## config.mk

```make
export PLATFORM = sky130hd
export DESIGN_NAME = float_rounding_flat
export DESIGN_NICKNAME = d
export VERILOG_FILES = /design/src/rtl/float_rounding_if.sv /design/src/rtl/float_rounding.sv /design/src/flat_wrapper.sv
export SDC_FILE = /design/constraint.sdc
export NUM_CORES = 1
export LEC_CHECK = 0
export BUFFER_PORTS_ARGS = -buffer_cell sky130_fd_sc_hd__buf_2
export CORE_ASPECT_RATIO = 0.75
export CORE_MARGIN = 10
export CORE_UTILIZATION = 56
export DETAILED_ROUTE_END_ITERATION = 6
export PLACE_DENSITY = 0.78
export SYNTH_ARGS = -nofsm -noshare
export SYNTH_HDL_FRONTEND = slang
export SYNTH_SLANG_ARGS = --single-unit
export TNS_END_PERCENT = 30
```

## constraint.sdc

```tcl
create_clock -name Clock -period 2.2 [get_ports Clock]
set_input_delay 0.33 -clock Clock [delete_from_list [all_inputs] [get_ports Clock]]
set_output_delay 0.33 -clock Clock [all_outputs]
set_load 0.03 [all_outputs]
```

## src/rtl/float_rounding_if.sv

```systemverilog
// Signal bundle between the adder normalizer and the float_rounding stage.
// The normalizer drives through the master modport; the rounding stage uses the slave modport.
interface float_rounding_if #(
  parameter int MANT_W = 24,
  parameter int EXP_W  = 8
);
  logic [MANT_W-1:0] normMant;
  logic [EXP_W-1:0]  currExp;
  logic              shiftRound;
  logic              sticky;
  logic [MANT_W-1:0] roundMant;
  logic [EXP_W-1:0]  roundExp;
  logic              valid;

  modport master (
    output normMant, currExp, shiftRound, sticky,
    input  roundMant, roundExp, valid
  );

  modport slave (
    input  normMant, currExp, shiftRound, sticky,
    output roundMant, roundExp, valid
  );
endinterface

```

## src/rtl/float_rounding.sv

```systemverilog
// Rounding stage of the single-precision adder. The default build truncates; define
// FLOAT_ROUNDING_RNE_EN to get round-to-nearest-even.
module float_rounding #(
  parameter int MANT_W = 24,
  parameter int EXP_W  = 8
) (
  input  logic             Clock,
  input  logic             Reset,
  float_rounding_if.slave  rif
);

  typedef enum logic [1:0] {IDLE, ROUND, DONE} state_t;

  localparam logic [EXP_W-1:0]  EXP_MAX  = '1;
  localparam logic [MANT_W-1:0] MANT_INF = {1'b1, {(MANT_W-1){1'b0}}};

  state_t            state;
  logic [MANT_W-1:0] c_mant;
  logic [EXP_W-1:0]  c_exp;
  logic              c_g;
  logic              c_s;
  logic [MANT_W-1:0] round_mant_q;
  logic [EXP_W-1:0]  round_exp_q;
  logic              valid_q;

  logic              inc;
  logic [MANT_W+EXP_W-1:0] result;
  logic              in_match;
  logic              pair_new;

  // Carry out of the incrementer bumps the exponent; a maximal exponent saturates
  // and always encodes infinity.
  function automatic logic [MANT_W+EXP_W-1:0] round_result(
    input logic [MANT_W-1:0] m,
    input logic [EXP_W-1:0]  e,
    input logic              up
  );
    logic [MANT_W:0]   sum;
    logic [MANT_W-1:0] rm;
    logic [EXP_W-1:0]  re;
    sum = {1'b0, m} + {{MANT_W{1'b0}}, up};
    if (m == '0) begin
      rm = '0;
      re = '0;
    end else if (sum[MANT_W]) begin
      rm = sum[MANT_W:1];
      re = (e == EXP_MAX) ? EXP_MAX : e + EXP_W'(1);
    end else begin
      rm = sum[MANT_W-1:0];
      re = e;
    end
    if (re == EXP_MAX) rm = MANT_INF;
    return {rm, re};
  endfunction

  always_comb begin
`ifdef FLOAT_ROUNDING_RNE_EN
    inc = c_g & (c_s | c_mant[0]);
`else
    inc = 1'b0;
`endif
    result = round_result(c_mant, c_exp, inc);
  end

  assign in_match = (rif.normMant == c_mant) && (rif.currExp == c_exp) &&
                    (rif.shiftRound == c_g) && (rif.sticky == c_s);

  // The rounded result fed back through the normalizer must not retrigger rounding.
  assign pair_new = !(((rif.normMant == c_mant) && (rif.currExp == c_exp)) ||
                      ((rif.normMant == round_mant_q) && (rif.currExp == round_exp_q)));

  always_ff @(posedge Clock) begin
    if (Reset) begin
      state        <= IDLE;
      c_mant       <= '0;
      c_exp        <= '0;
      c_g          <= 1'b0;
      c_s          <= 1'b0;
      round_mant_q <= '0;
      round_exp_q  <= '0;
      valid_q      <= 1'b0;
    end else begin
      unique case (state)
        IDLE: begin
          c_mant  <= rif.normMant;
          c_exp   <= rif.currExp;
          c_g     <= rif.shiftRound;
          c_s     <= rif.sticky;
          valid_q <= 1'b0;
          state   <= ROUND;
        end
        ROUND: begin
          if (in_match) begin
            round_mant_q <= result[MANT_W+EXP_W-1:EXP_W];
            round_exp_q  <= result[EXP_W-1:0];
            valid_q      <= 1'b1;
            state        <= DONE;
          end else begin
            c_mant <= rif.normMant;
            c_exp  <= rif.currExp;
            c_g    <= rif.shiftRound;
            c_s    <= rif.sticky;
          end
        end
        DONE: begin
          if (pair_new) begin
            c_mant  <= rif.normMant;
            c_exp   <= rif.currExp;
            c_g     <= rif.shiftRound;
            c_s     <= rif.sticky;
            valid_q <= 1'b0;
            state   <= ROUND;
          end
        end
        default: state <= IDLE;
      endcase
    end
  end

  assign rif.roundMant = round_mant_q;
  assign rif.roundExp  = round_exp_q;
  assign rif.valid     = valid_q;

endmodule

```

## src/flat_wrapper.sv

```systemverilog
// flat-port wrapper written by rule: the top's interface ports become plain ports
module float_rounding_flat 
#(
  parameter int MANT_W = 24,
  parameter int EXP_W  = 8
)
  (Clock, Reset, rif_normMant, rif_currExp, rif_shiftRound, rif_sticky, rif_roundMant, rif_roundExp, rif_valid);
  float_rounding_if #(.MANT_W(MANT_W), .EXP_W(EXP_W)) rif_i ();
  input  logic Clock;
  input  logic Reset;
  input wire logic [$bits(rif_i.normMant)-1:0] rif_normMant;
  input wire logic [$bits(rif_i.currExp)-1:0] rif_currExp;
  input wire logic [$bits(rif_i.shiftRound)-1:0] rif_shiftRound;
  input wire logic [$bits(rif_i.sticky)-1:0] rif_sticky;
  output wire logic [$bits(rif_i.roundMant)-1:0] rif_roundMant;
  output wire logic [$bits(rif_i.roundExp)-1:0] rif_roundExp;
  output wire logic [$bits(rif_i.valid)-1:0] rif_valid;
  assign rif_i.normMant = rif_normMant;
  assign rif_i.currExp = rif_currExp;
  assign rif_i.shiftRound = rif_shiftRound;
  assign rif_i.sticky = rif_sticky;
  assign rif_roundMant = rif_i.roundMant;
  assign rif_roundExp = rif_i.roundExp;
  assign rif_valid = rif_i.valid;
  float_rounding #(.MANT_W(MANT_W), .EXP_W(EXP_W)) u_core (.Clock(Clock), .Reset(Reset), .rif(rif_i));
endmodule
```

==> flow_metrics.env <==
export IMPL_status="finished, violations left"
export IMPL_violated_checks="setup timing"
export IMPL_io_buffers=68
export IMPL_synthesis_area_per_instance_um2=9.12
export IMPL_start_util_pct=58.2
export IMPL_top_layer="met4"
export IMPL_setup_slack_ps=-60.1
export IMPL_htree_num_levels=3
export IMPL_highest_delay_cell_along_the_critical_path="sky130_fd_sc_hd__dfxtp_1"
export IMPL_core_footprint_um2=6350
export IMPL_place_congestion=0.901
export IMPL_crit_path_max_incr_delay_ps=360
export IMPL_layout_cell_share_with_drive_strength_beyond_1_pct=27.9
export IMPL_cts_root_buffer_cell="sky130_fd_sc_hd__clkbuf_8"
export IMPL_period_share_pct=103
export IMPL_detail_route_wirelength_um=10800
export IMPL_drv_max_cap_violation_count=0
export IMPL_grt_setup_unrepaired="yes"
export IMPL_route_detailed_wl_per_inst_um=18.7
export IMPL_die_area_um2=10300
export IMPL_fin_skew_ps=8.81
export IMPL_timing_critical_path_required_ps=2470
export IMPL_pre_antenna_drt_iters=5
export IMPL_route_vias_total=3359
export IMPL_syn_to_final_growth_pct=25.8
export IMPL_setup_viol_count_final=15
export IMPL_worst_path_max_fanout=6
export IMPL_critPathMostFrequentCell="sky130_fd_sc_hd__buf_4"
export IMPL_grt_use_total_pct=19.1
export IMPL_critPathCaptureType="flip-flop"
export IMPL_pwr_density_cell_nw_per_um2=541
export IMPL_critical_path_top_delay_family="simple AND/OR/NAND/NOR gates"
export IMPL_antenna_diode_count=0
export IMPL_grt_pass1_wl_um=16000
export IMPL_path_class="flip-flop to flip-flop"
export IMPL_cts_path_max_buffers=2
export IMPL_leakage_dissipation_nw=1.90
export IMPL_dp_slack_ps=-119
export IMPL_clock_tree_from_tritoncts="built"
export IMPL_synth_distinct_cells=25
export IMPL_yosysWarnings=0
export IMPL_synthesis_nets=441
export IMPL_critical_path_n_buffers_inverters=2
export IMPL_syn_area_um2=3690
export IMPL_ys_seq_area_share_pct=37.4
export IMPL_viasPerCell=5.79
export IMPL_cts_sinks=69
export IMPL_critical_path_start_type="flip-flop"
export IMPL_timing_hold_worst_class="primary input to flip-flop"
export IMPL_cts_hold_fix_buffers=0
export IMPL_grt_pass1_vias=3114
export IMPL_timing_final_crit_period_ps=2260
export IMPL_width_of_the_chip_um=114
export IMPL_worst_slew_margin_rel_pct=68.7
export IMPL_num_rows=25
export IMPL_final_max_slew_viol_count=0
export IMPL_synth_seq_cells=69
export IMPL_clock_network_latency_to_the_later_pin_of_the_worst_skew_pair_ps=350
export IMPL_drc=0
export IMPL_ir_worst_vdd_mv=0.397
export IMPL_pin_count_of_the_biggest_net_entering_global_routing=104
export IMPL_timing_final_hold_violations=0
export IMPL_worstMarginPinSlew_ps=465
export IMPL_met2WireLength_um=4860
export IMPL_wl_met3_um=1120
export IMPL_timing_critical_path_cells="xor2_1 -> nor4_1 -> nand4_1 -> buf_4 -> nor3_2 -> o32a_4 -> buf_4 -> mux2i_1"
export IMPL_layout_nets=533
export IMPL_postRouteAntennaNets=0
export IMPL_critical_path_arrival_ps=2530
export IMPL_drt_iter0_drc=327
export IMPL_grt_overflow=0
export IMPL_fp_dieH_um=90.3
export IMPL_wirelength_met1_um=4690
export IMPL_num_io_pins=69
export IMPL_grt_antenna_before_repair=0
export IMPL_count_of_mapped_cells_out_of_synthesis=405
export IMPL_final_cell_utilization_of_the_core_pct=73.2
export IMPL_highest_clock_rate_mhz=442
export IMPL_detailedPlacementHpwl_um=7440
export IMPL_number_of_clock_buffers_inserted_by_tritoncts=9
export IMPL_cts_clk_slew_worst_paths_ps=70
-- cell type report --
type                    count  area [µm²]
clock buffers              10         138
clock inverters             3        15.0
fillers                   464        1700
inverters                   3        11.3
multi-input cells         309        2260
flip-flops and latches     69        1390
well taps                  81         101
repair buffers            105         732
-- timing repair --
item | in CTS | in global routing
cloned | 0 | 3
endpoints found under the hold margin | 0 | 0
setup buffers | 0 | 2
endpoints found under the setup margin | 37 | 67
gates resized for setup | 1 | 23
pin swaps | 0 | 9
-- final timing paths --
check / start / endpoint / slack (ps) / cells after the start
min: rif_normMant[0] / u_core.c_mant[0] / 260 / 3
max: u_core.c_mant[18] / u_core.c_exp[6] / -60 / 8
min reg2reg: u_core.c_s / u_core.c_s / 490 / 2
max reg2reg: u_core.c_mant[18] / u_core.c_exp[6] / -60 / 8
-- metal layers --
metal | GRT usage, % | up-vias
met5 | 0 | -
li1 | - | 1559
met3 | 7.04 | 19
met4 | 5.00 | 0
met2 | 27.4 | 181
met1 | 26.2 | 1600
-- sequential cells by signal, indices dropped and copies added, names as in the netlist --
name / flops
u_core.c_exp: 8
u_core.c_s: 1
u_core.rif.valid: 1
u_core.c_mant: 24
u_core.state: 2
u_core.c_g: 1
u_core.rif.roundExp: 8
u_core.rif.roundMant: 24
-- logic make-up (layout without fill, tap and decap cells) --
logic type	count (synthesis)	after routing	synth area share (%)
buffers and inverters	27	121	4.40
and+or+nand+nor	171	171	27.5
DFF	69	69	37.4
muxes	34	34	9.21
AOI/OAI and AO/OA	38	38	5.79
xor gates and xnor gates	66	66	15.7
-- report_power, final --
group | internal (mW) | leakage [nW] | switching, mW | total, mW
logic | 0.143 | 1.25 | 0.168 | 0.311
clock network | 0.415 | 0.0836 | 0.462 | 0.877
registers | 1.28 | 0.567 | 0.0405 | 1.32
-- cells in the mapped netlist, drive strengths merged --
cell type	number	area [µm²]
o31a	1	8.76
dfxtp	69	1380
nor4	23	150
mux2i	34	340
buf	11	103
nand4	5	31.3
xor2	64	561
xnor2	2	17.5
nand3	35	175
o211ai	1	7.51
nand2	1	3.75
a211oi	1	7.51
clkbuf	13	48.8
o21ai	1	5.00
inv	3	11.3
o32a	1	10.0
nor2	5	18.8
a21oi	32	160
and4	1	8.76
nor3	2	10.0
nand2b	99	619
a311oi	1	15.0
-- metrics by stage --
stage	hold WS (ps)	cell area [µm²]	setup TNS [ps]	power, mW	std cells
finish	259	4650	-265	2.51	580
global route	257	4650	-4280	2.60	580
CTS	245	4440	0	2.49	575
detailed placement	492	4280	-4060	1.63	562
global placement	473	4280	-801	1.62	562
floorplan	464	3690	0	1.49	405
-- cells in the final DEF, fill, tap and decap left out, types with 4 or more instances in the layout --
cell | synthesis | layout
sky130_fd_sc_hd__buf_4 | 4 | 27
sky130_fd_sc_hd__dfxtp_1 | 69 | 64
sky130_fd_sc_hd__buf_2 | 1 | 68
sky130_fd_sc_hd__mux2i_1 | 34 | 32
sky130_fd_sc_hd__clkbuf_8 | 0 | 10
sky130_fd_sc_hd__nor4_1 | 22 | 16
sky130_fd_sc_hd__buf_12 | 0 | 4
sky130_fd_sc_hd__nand3_1 | 35 | 35
sky130_fd_sc_hd__nor2_1 | 5 | 5
sky130_fd_sc_hd__a21oi_1 | 32 | 32
sky130_fd_sc_hd__xor2_1 | 64 | 60
sky130_fd_sc_hd__nand4_1 | 5 | 5
sky130_fd_sc_hd__dfxtp_2 | 0 | 4
sky130_fd_sc_hd__xor2_2 | 0 | 4
sky130_fd_sc_hd__nor4_2 | 1 | 5
sky130_fd_sc_hd__nand2b_1 | 99 | 99
-- worst reg2reg max path: stages (launching register included) --
cell and delay [ps]:
sky130_fd_sc_hd__dfxtp_1 360, sky130_fd_sc_hd__xor2_1 210, sky130_fd_sc_hd__nor4_1 350, sky130_fd_sc_hd__nand4_1 120, sky130_fd_sc_hd__buf_4 180, sky130_fd_sc_hd__nor3_2 240, sky130_fd_sc_hd__o32a_4 310, sky130_fd_sc_hd__buf_4 200
sky130_fd_sc_hd__mux2i_1 210
No activity file was read; power rests on OpenSTA's default activity.
